File: config.mk
export PLATFORM = sky130hd
export DESIGN_NAME = tour_ctrl
export DESIGN_NICKNAME = d
export VERILOG_FILES = /design/src/rtl/tour_ctrl.sv
export SDC_FILE = /design/constraint.sdc
export NUM_CORES = 1
export LEC_CHECK = 0
export BUFFER_PORTS_ARGS = -buffer_cell sky130_fd_sc_hd__clkbuf_2
export CORE_UTILIZATION = 35
export DETAILED_ROUTE_END_ITERATION = 10
export PLACE_DENSITY_LB_ADDON = 0.08
export REMOVE_ABC_BUFFERS = 1
export SLEW_MARGIN = 20
export SYNTH_ARGS = -nofsm -noshare
export SYNTH_HDL_FRONTEND = slang
export SYNTH_SLANG_ARGS = --single-unit
export TNS_END_PERCENT = 100
File: constraint.sdc
create_clock -name clk -period 2 [get_ports clk]
set_clock_uncertainty 0.2 [all_clocks]
set_input_delay 0.1 -clock clk [delete_from_list [all_inputs] [get_ports clk]]
set_output_delay 0.1 -clock clk [all_outputs]
set_load 0.03 [all_outputs]
File: src/rtl/tour_ctrl.sv
// tour_ctrl: decodes the tour command, runs the solver, counts move handshakes and reports a status byte.
module tour_ctrl #(
  parameter int SOLVE_TIMEOUT = 1048576,
  parameter int NUM_MOVES = 24
) (
  input  logic        clk,
  input  logic        rst,
  input  logic [15:0] cmd_UART,
  input  logic        cmd_rdy_UART,
  output logic        clr_cmd_rdy_UART,
  output logic        go,
  output logic [2:0]  x_start,
  output logic [2:0]  y_start,
  input  logic        tour_done,
  output logic        start_tour,
  input  logic        send_resp,
  output logic        tour_active,
  output logic [7:0]  tx_data,
  output logic        trmt,
  input  logic        tx_done
);
  localparam int TW = $clog2(SOLVE_TIMEOUT);
  typedef enum logic [1:0] {IDLE, SOLVE, RUN, REPORT} state_t;
  state_t state, state_n;
  logic [TW-1:0] timer, timer_n;
  logic [5:0] resp_cnt, resp_cnt_n;
  logic [2:0] x_n, y_n;
  logic [7:0] tx_n;
  logic go_n, clr_n, st_n, trmt_n, active_n, tour_cmd;
  assign tour_cmd = cmd_rdy_UART && cmd_UART[15:12] == 4'h6;
  always_comb begin
    state_n = state;
    timer_n = timer;
    resp_cnt_n = resp_cnt;
    x_n = x_start;
    y_n = y_start;
    tx_n = tx_data;
    go_n = 1'b0;
    st_n = 1'b0;
    trmt_n = 1'b0;
    // A held command level is consumed on alternate cycles so clr never stretches.
    clr_n = tour_cmd && !clr_cmd_rdy_UART;
    case (state)
      IDLE: if (clr_n) begin
        state_n = SOLVE;
        go_n = 1'b1;
        x_n = cmd_UART[6:4];
        y_n = cmd_UART[2:0];
        timer_n = '0;
      end
      SOLVE: if (tour_done) begin
        state_n = RUN;
        st_n = 1'b1;
        resp_cnt_n = '0;
      end else if (timer == TW'(SOLVE_TIMEOUT - 1)) begin
        state_n = REPORT;
        tx_n = 8'hEE;
        trmt_n = 1'b1;
      end else timer_n = timer + 1'b1;
      RUN: if (send_resp) begin
        resp_cnt_n = &resp_cnt ? resp_cnt : resp_cnt + 6'd1;
        if ({1'b0, resp_cnt} + 7'd1 == 7'(2 * NUM_MOVES)) begin
          state_n = REPORT;
          tx_n = 8'hA5;
          trmt_n = 1'b1;
        end
      end
      REPORT: if (tx_done) state_n = IDLE;
      default: state_n = IDLE;
    endcase
    active_n = state_n == SOLVE || state_n == RUN;
  end
  always_ff @(posedge clk or posedge rst)
    if (rst) begin
      state <= IDLE;
      timer <= '0;
      resp_cnt <= '0;
      x_start <= '0;
      y_start <= '0;
      tx_data <= '0;
      go <= 1'b0;
      clr_cmd_rdy_UART <= 1'b0;
      start_tour <= 1'b0;
      trmt <= 1'b0;
      tour_active <= 1'b0;
    end else begin
      state <= state_n;
      timer <= timer_n;
      resp_cnt <= resp_cnt_n;
      x_start <= x_n;
      y_start <= y_n;
      tx_data <= tx_n;
      go <= go_n;
      clr_cmd_rdy_UART <= clr_n;
      start_tour <= st_n;
      trmt <= trmt_n;
      tour_active <= active_n;
    end
endmodule

# Yosys cells after proc, flatten, opt, wreduce, memory -nomap -nowiden

Cells that the tools add are included.

Bits in registers: 47
Bits of input ports: 22
Output and inout port bits: 19
Word-level logic and storage cells: 71

$add $sub $neg: 3
Eq/ne operators: 16
Multiplexer cells: 29
Reduce and logical (&&, ||, !) cells: 12

Operators with widths:

| operator                                            | number |
|---|---|
| 2-to-1 mux 20 bit                                   | 3 |
| one-hot mux 20 bit (2 select lines)                 | 1 |
| 2-to-1 mux 8 bit                                    | 4 |
| adder 20 x 1 -> 20 bit, second input constant       | 1 |
| equality test 20 bit, second input constant         | 1 |
| 2-to-1 mux 6 bit                                    | 3 |
| != test 2 bit, second input constant                | 8 |
| one-hot mux 8 bit (2 select lines)                  | 1 |
| 2-to-1 mux 2 bit                                    | 6 |
| one-hot mux 6 bit (2 select lines)                  | 1 |
| 2-to-1 mux 1 bit                                    | 8 |
| one-hot mux 2 bit (4 select lines)                  | 1 |
| AND reduction 4 bit                                 | 2 |
| adder 6 x 1 -> 7 bit, second input constant         | 1 |
| equality test 7 x 6 -> 1 bit, second input constant | 1 |
| adder 6 x 1 -> 6 bit, second input constant         | 1 |
| equality test 2 bit, second input constant          | 3 |
| AND reduction 6 bit                                 | 1 |
| AND reduction 5 bit                                 | 1 |
| equality test 2 x 1 -> 1 bit, second input constant | 2 |
| equality test 4 x 3 -> 1 bit, second input constant | 1 |
| nonzero test 2 bit                                  | 2 |
| logical AND 1 bit                                   | 2 |
| logical NOT 2 bit                                   | 1 |
| 4 further kinds                                     | 4 |

# Longest topological paths before layout

Word-level depth: 7
Gate-level depth with buffers: 8
Gate-level depth less buffers: 7

# Worst setup path after synthesis

Ideal clock, no wire load.

Kind: register to register
From: register state[0]
To: register tx_data[6]
Setup time: 128 ps
Arrival: 1759 ps
Required time: 1672 ps
Slack: -87 ps
Stages on the path, launching flop included: 8
Buffers on the path: 1
Period minus slack after synthesis: 2087 ps
Path through: dfrtp_1 -> inv_1 -> ha_1 -> clkbuf_1 -> nand4_1 -> nor3b_1 -> o22ai_2 -> mux2_1

Longest elaborated chain between the ends: 3
Elaborated cells between the ends (all ways): 9
Classes of those cells: eq/ne: 6; mux: 1; reduce/logical: 2

Ends and longest elaborated chain:

| item                                                                       | RTL line | source |
|---|---|---|
| start: declaration                                                         | 24       | `state_t state, state_n;` |
| start signal: assignment                                                   | 87       | `state <= state_n;` |
| equality test 2 bit / equality test 2 x 1 -> 1 bit (equally long branches) | 43       | `case (state)` |
| != test 2 bit (no line) / nonzero test 2 bit (equally long branches)       | n/a      |  |
| AND reduction 5 bit (no line)                                              | n/a      |  |
| end signal: assignment                                                     | 92       | `tx_data <= tx_n;` |
| end: declaration                                                           | 18       | `output logic [7:0] tx_data,` |

Several ways; a longest one is shown, not always the timed one.
A chain may end at the register's enable or synchronous reset.

# Worst setup path after layout

From: register timer[0]
To: register timer[16]

Longest elaborated chain between the ends: 4
Elaborated cells between the ends (all ways): 7
Classes of those cells: add/sub: 1; eq/ne: 2; mux: 3; reduce/logical: 1

Ends and longest elaborated chain:

| item                                | RTL line | source |
|---|---|---|
| start: declaration                  | 25       | `logic [TW-1:0] timer, timer_n;` |
| start signal: assignment            | 88       | `timer <= timer_n;` |
| adder 20 x 1 -> 20 bit              | 59       | `end else timer_n = timer + 1'b1;` |
| 2-to-1 mux 20 bit                   | 55       | `end else if (timer == TW'(SOLVE_TIMEOUT - 1)) begin` |
| 2-to-1 mux 20 bit                   | 51       | `SOLVE: if (tour_done) begin` |
| one-hot mux 20 bit (2 select lines) | 43       |  |

Several ways; a longest one is shown, not always the timed one. The select of a mux whose other input is x is not followed.

==> results.toml <==
[critical_path]
crit_path_end_kind = "flop"
start_kind = "flop"
cp.buffers_inverters = 1
crit_slowest_cell = "or4b_1"
critPathLaunch = "timer[0]"
crit_fanout = 3
rr_startpoint = "timer[0]"
path_delay_family = "simple AND/OR/NAND/NOR gates"
r2r_slack_ns = -0.03
path_cells = "ha_2, and2_4, buf_6, and4_4, and3_4, or4b_1, a21oi_1"
critPathRequiredTime_ns = 2.03
worstSetupPathType = "reg2reg"
max_stage_delay_ns = 0.43
arrival_ns = 2.06

[grt]
grt.overflow.total = 0
grt_max_degree = 25
track_usage_pct = 17.3
grt_pass1_vias = 2012
grt_pass1_wl_um = 9740
antenna_found_initial = 0

[clock_network]
clk_pin_slew_ns = 0.09
cts-buffers-inserted = 5
clock_path_buffers = 2
htree_levels = 2
clk_latency_ns = 0.30
cts_tree = "yes"
cts_sinks = 42
cts-root-buf = "clkbuf_8"

[sta]
setup_slack_ns = -0.0320
max_freq_ghz = 0.492
drv_slew = 0
hold_viol_final = 0
period_needed_ns = 2.03
finalCritPeriodShare_pct = 102
max_slew_margin_pct = 52.1
rsz0062_at_grt = "true"
finalSetupViolations = 1
tightest_slew_ns = 0.713

[min_path]
min-delay-start = "cmd_rdy_UART"
hold_class = "in2reg"

[drt]
drt_iter0_drc = 71
via_per_inst = 5.19
first_pass_iters = 4
drc = 0
wl_per_cell_um = 13.8
vias = 2159
wl_um = 5720
ant_nets = 0

[synth]
ys_seq_area_share_pct = 45.1
syn_inst = 235
ys_async_sr_fraction_pct = 100
ys_top_cells_by_area = "dfrtp_1 (45%), mux2_1 (3.9%), nand2_1 (3.5%), ha_1 (3.2%), nand3_1 (3.2%)"
synthesis.area_um2 = 2330
synth_area_per_cell_um2 = 9.92
synth_top_area_cell = "dfrtp_1"
yosysTopAreaCellShare_pct = 45.1
ys_ff_latch = 42
post-synth-top-count-cell = "dfrtp_1"
yosysWarnings = 0
synth_edf_count = 0
ys_top_cells_by_count = "dfrtp_1 (42), nand2_1 (22), nand3_1 (15)"
synth_ff_type = "dfrtp_1"
ys_types = 51

[cells_and_area]
syn2layout_area_growth_pct = 48.6
stdcell_area_um2 = 3460
antennaDiodeCount = 0
nets = 366
drive_gt1_share_pct = 43.1

[outcome]
status = "finished, violations left"
violations = "setup timing"

[die]
fp.dieW_um = 83.6
fp-row-count = 29
initial_core_util_pct = 36.5
core_um2 = 6390
io-pin-count = 41
die_h_um = 83.6
die_area_um2 = 6990

[placed_design]
dp_slack_ns = -0.0971
placed_area_um2 = 2900
gp_congestion = 0.754
io_buffers = 33
dp_hpwl_um = 3900

[power]
p_per_area_nw_per_um2 = 914
total_leakage_power_uw = 0.00166
ir_drop_mv = 0.595

[job]
drv_cap = 0
==> repair_timing <==
action                                 CTS  global route
setup endpoints to repair               14            22
resized for setup                       12            30
buffers inserted                         4            15
endpoints found under the hold margin   25             0
hold buffers                             8             0
pin swaps                                6            14
cloned                                   1             2
==> cell type report <==
type,count,area [um2]
clock inverters,2,37.5
inverters,11,41.3
clock buffers,6,72.6
well taps,77,96.3
fillers,593,2920
multi-input cells,166,1280
flip-flops and latches,42,1050
repair buffers,112,885
==> through the flow <==
stage / hold slack (ns) / util, % / std cells / setup TNS (ns) / power, uW
after floorplan: 0.0317 / - / 219 / -6.80 / 1730
after global placement: -0.0584 / 45.4 / 380 / -0.255 / 2220
after detailed placement: -0.0589 / 45.4 / 380 / -0.584 / 2230
after CTS: 0.122 / 50.5 / 401 / -0.0151 / 3030
after global routing: 0.168 / 54.3 / 416 / -0.578 / 3370
final: 0.151 / 54.3 / 416 / -0.0320 / 3170
==> report_power, final <==
| group | internal, uW | switching, uW |
|---|---|---|
| combinational | 658 | 719 |
| clock | 373 | 312 |
| sequential | 996 | 110 |
| total | 2030 | 1140 |
==> layer usage <==
metal,vias up,GRT usage (%),share of wire [%]
met4,0,6.32,1.5
met1,1031,24.4,48
met5,-,0,0
met3,7,3.07,2.9
met2,43,26.5,47
li1,1078,-,-
==> cells in the final DEF (no fill, tap or decap), drive strengths merged, types with 7 or more instances in the layout <==
| cell | instances |
|---|---|
| mux2 | 8 |
| o21ai | 14 |
| or4 | 8 |
| nand3 | 15 |
| a21oi | 7 |
| clkbuf | 41 |
| nand2 | 22 |
| dlygate4sd3 | 8 |
| dfrtp | 42 |
| o211ai | 10 |
| inv | 10 |
| buf | 69 |
| nand4 | 9 |
==> flip-flops by register name, summed over array words and instances (netlist names) <==
signal and cells:
state 2, x_start 3, tx_data 3, go 1
trmt 1, tour_active 1, clr_cmd_rdy_UART 1, y_start 3
resp_cnt 6, timer 20, start_tour 1
==> final timing paths <==
kind	endpoint	cells past startpoint
worst max-delay path	timer[16]	7
worst min-delay path	clr_cmd_rdy_UART	5
worst max register to register	timer[16]	7
worst min register to register	y_start[1]	1
max in group asynchronous	timer[11]	4
min in group asynchronous	y_start[1]	3
==> kinds of logic (layout without fill, tap and decap cells) <==
kind of cell / after synthesis / after routing / synth area share (%)
DFF: 42 / 42 / 45.1
xor gates and xnor gates: 1 / 1 / 0.376
other: 1 / 1 / 0.161
buffers and inverters: 27 / 131 / 6.38
and+or+nand+nor: 99 / 99 / 25.6
adders and majority gates: 6 / 6 / 3.22
muxes: 9 / 9 / 4.29
AOI/OAI and AO/OA: 50 / 50 / 14.9
==> tightest hold or removal path, cell delays in order <==
cell       delay, ns
clkbuf_2        0.10
nand4bb_4       0.11
buf_4           0.13
nor2_1          0.05
buf_4           0.13
No activity file was read; power rests on OpenSTA's default activity.
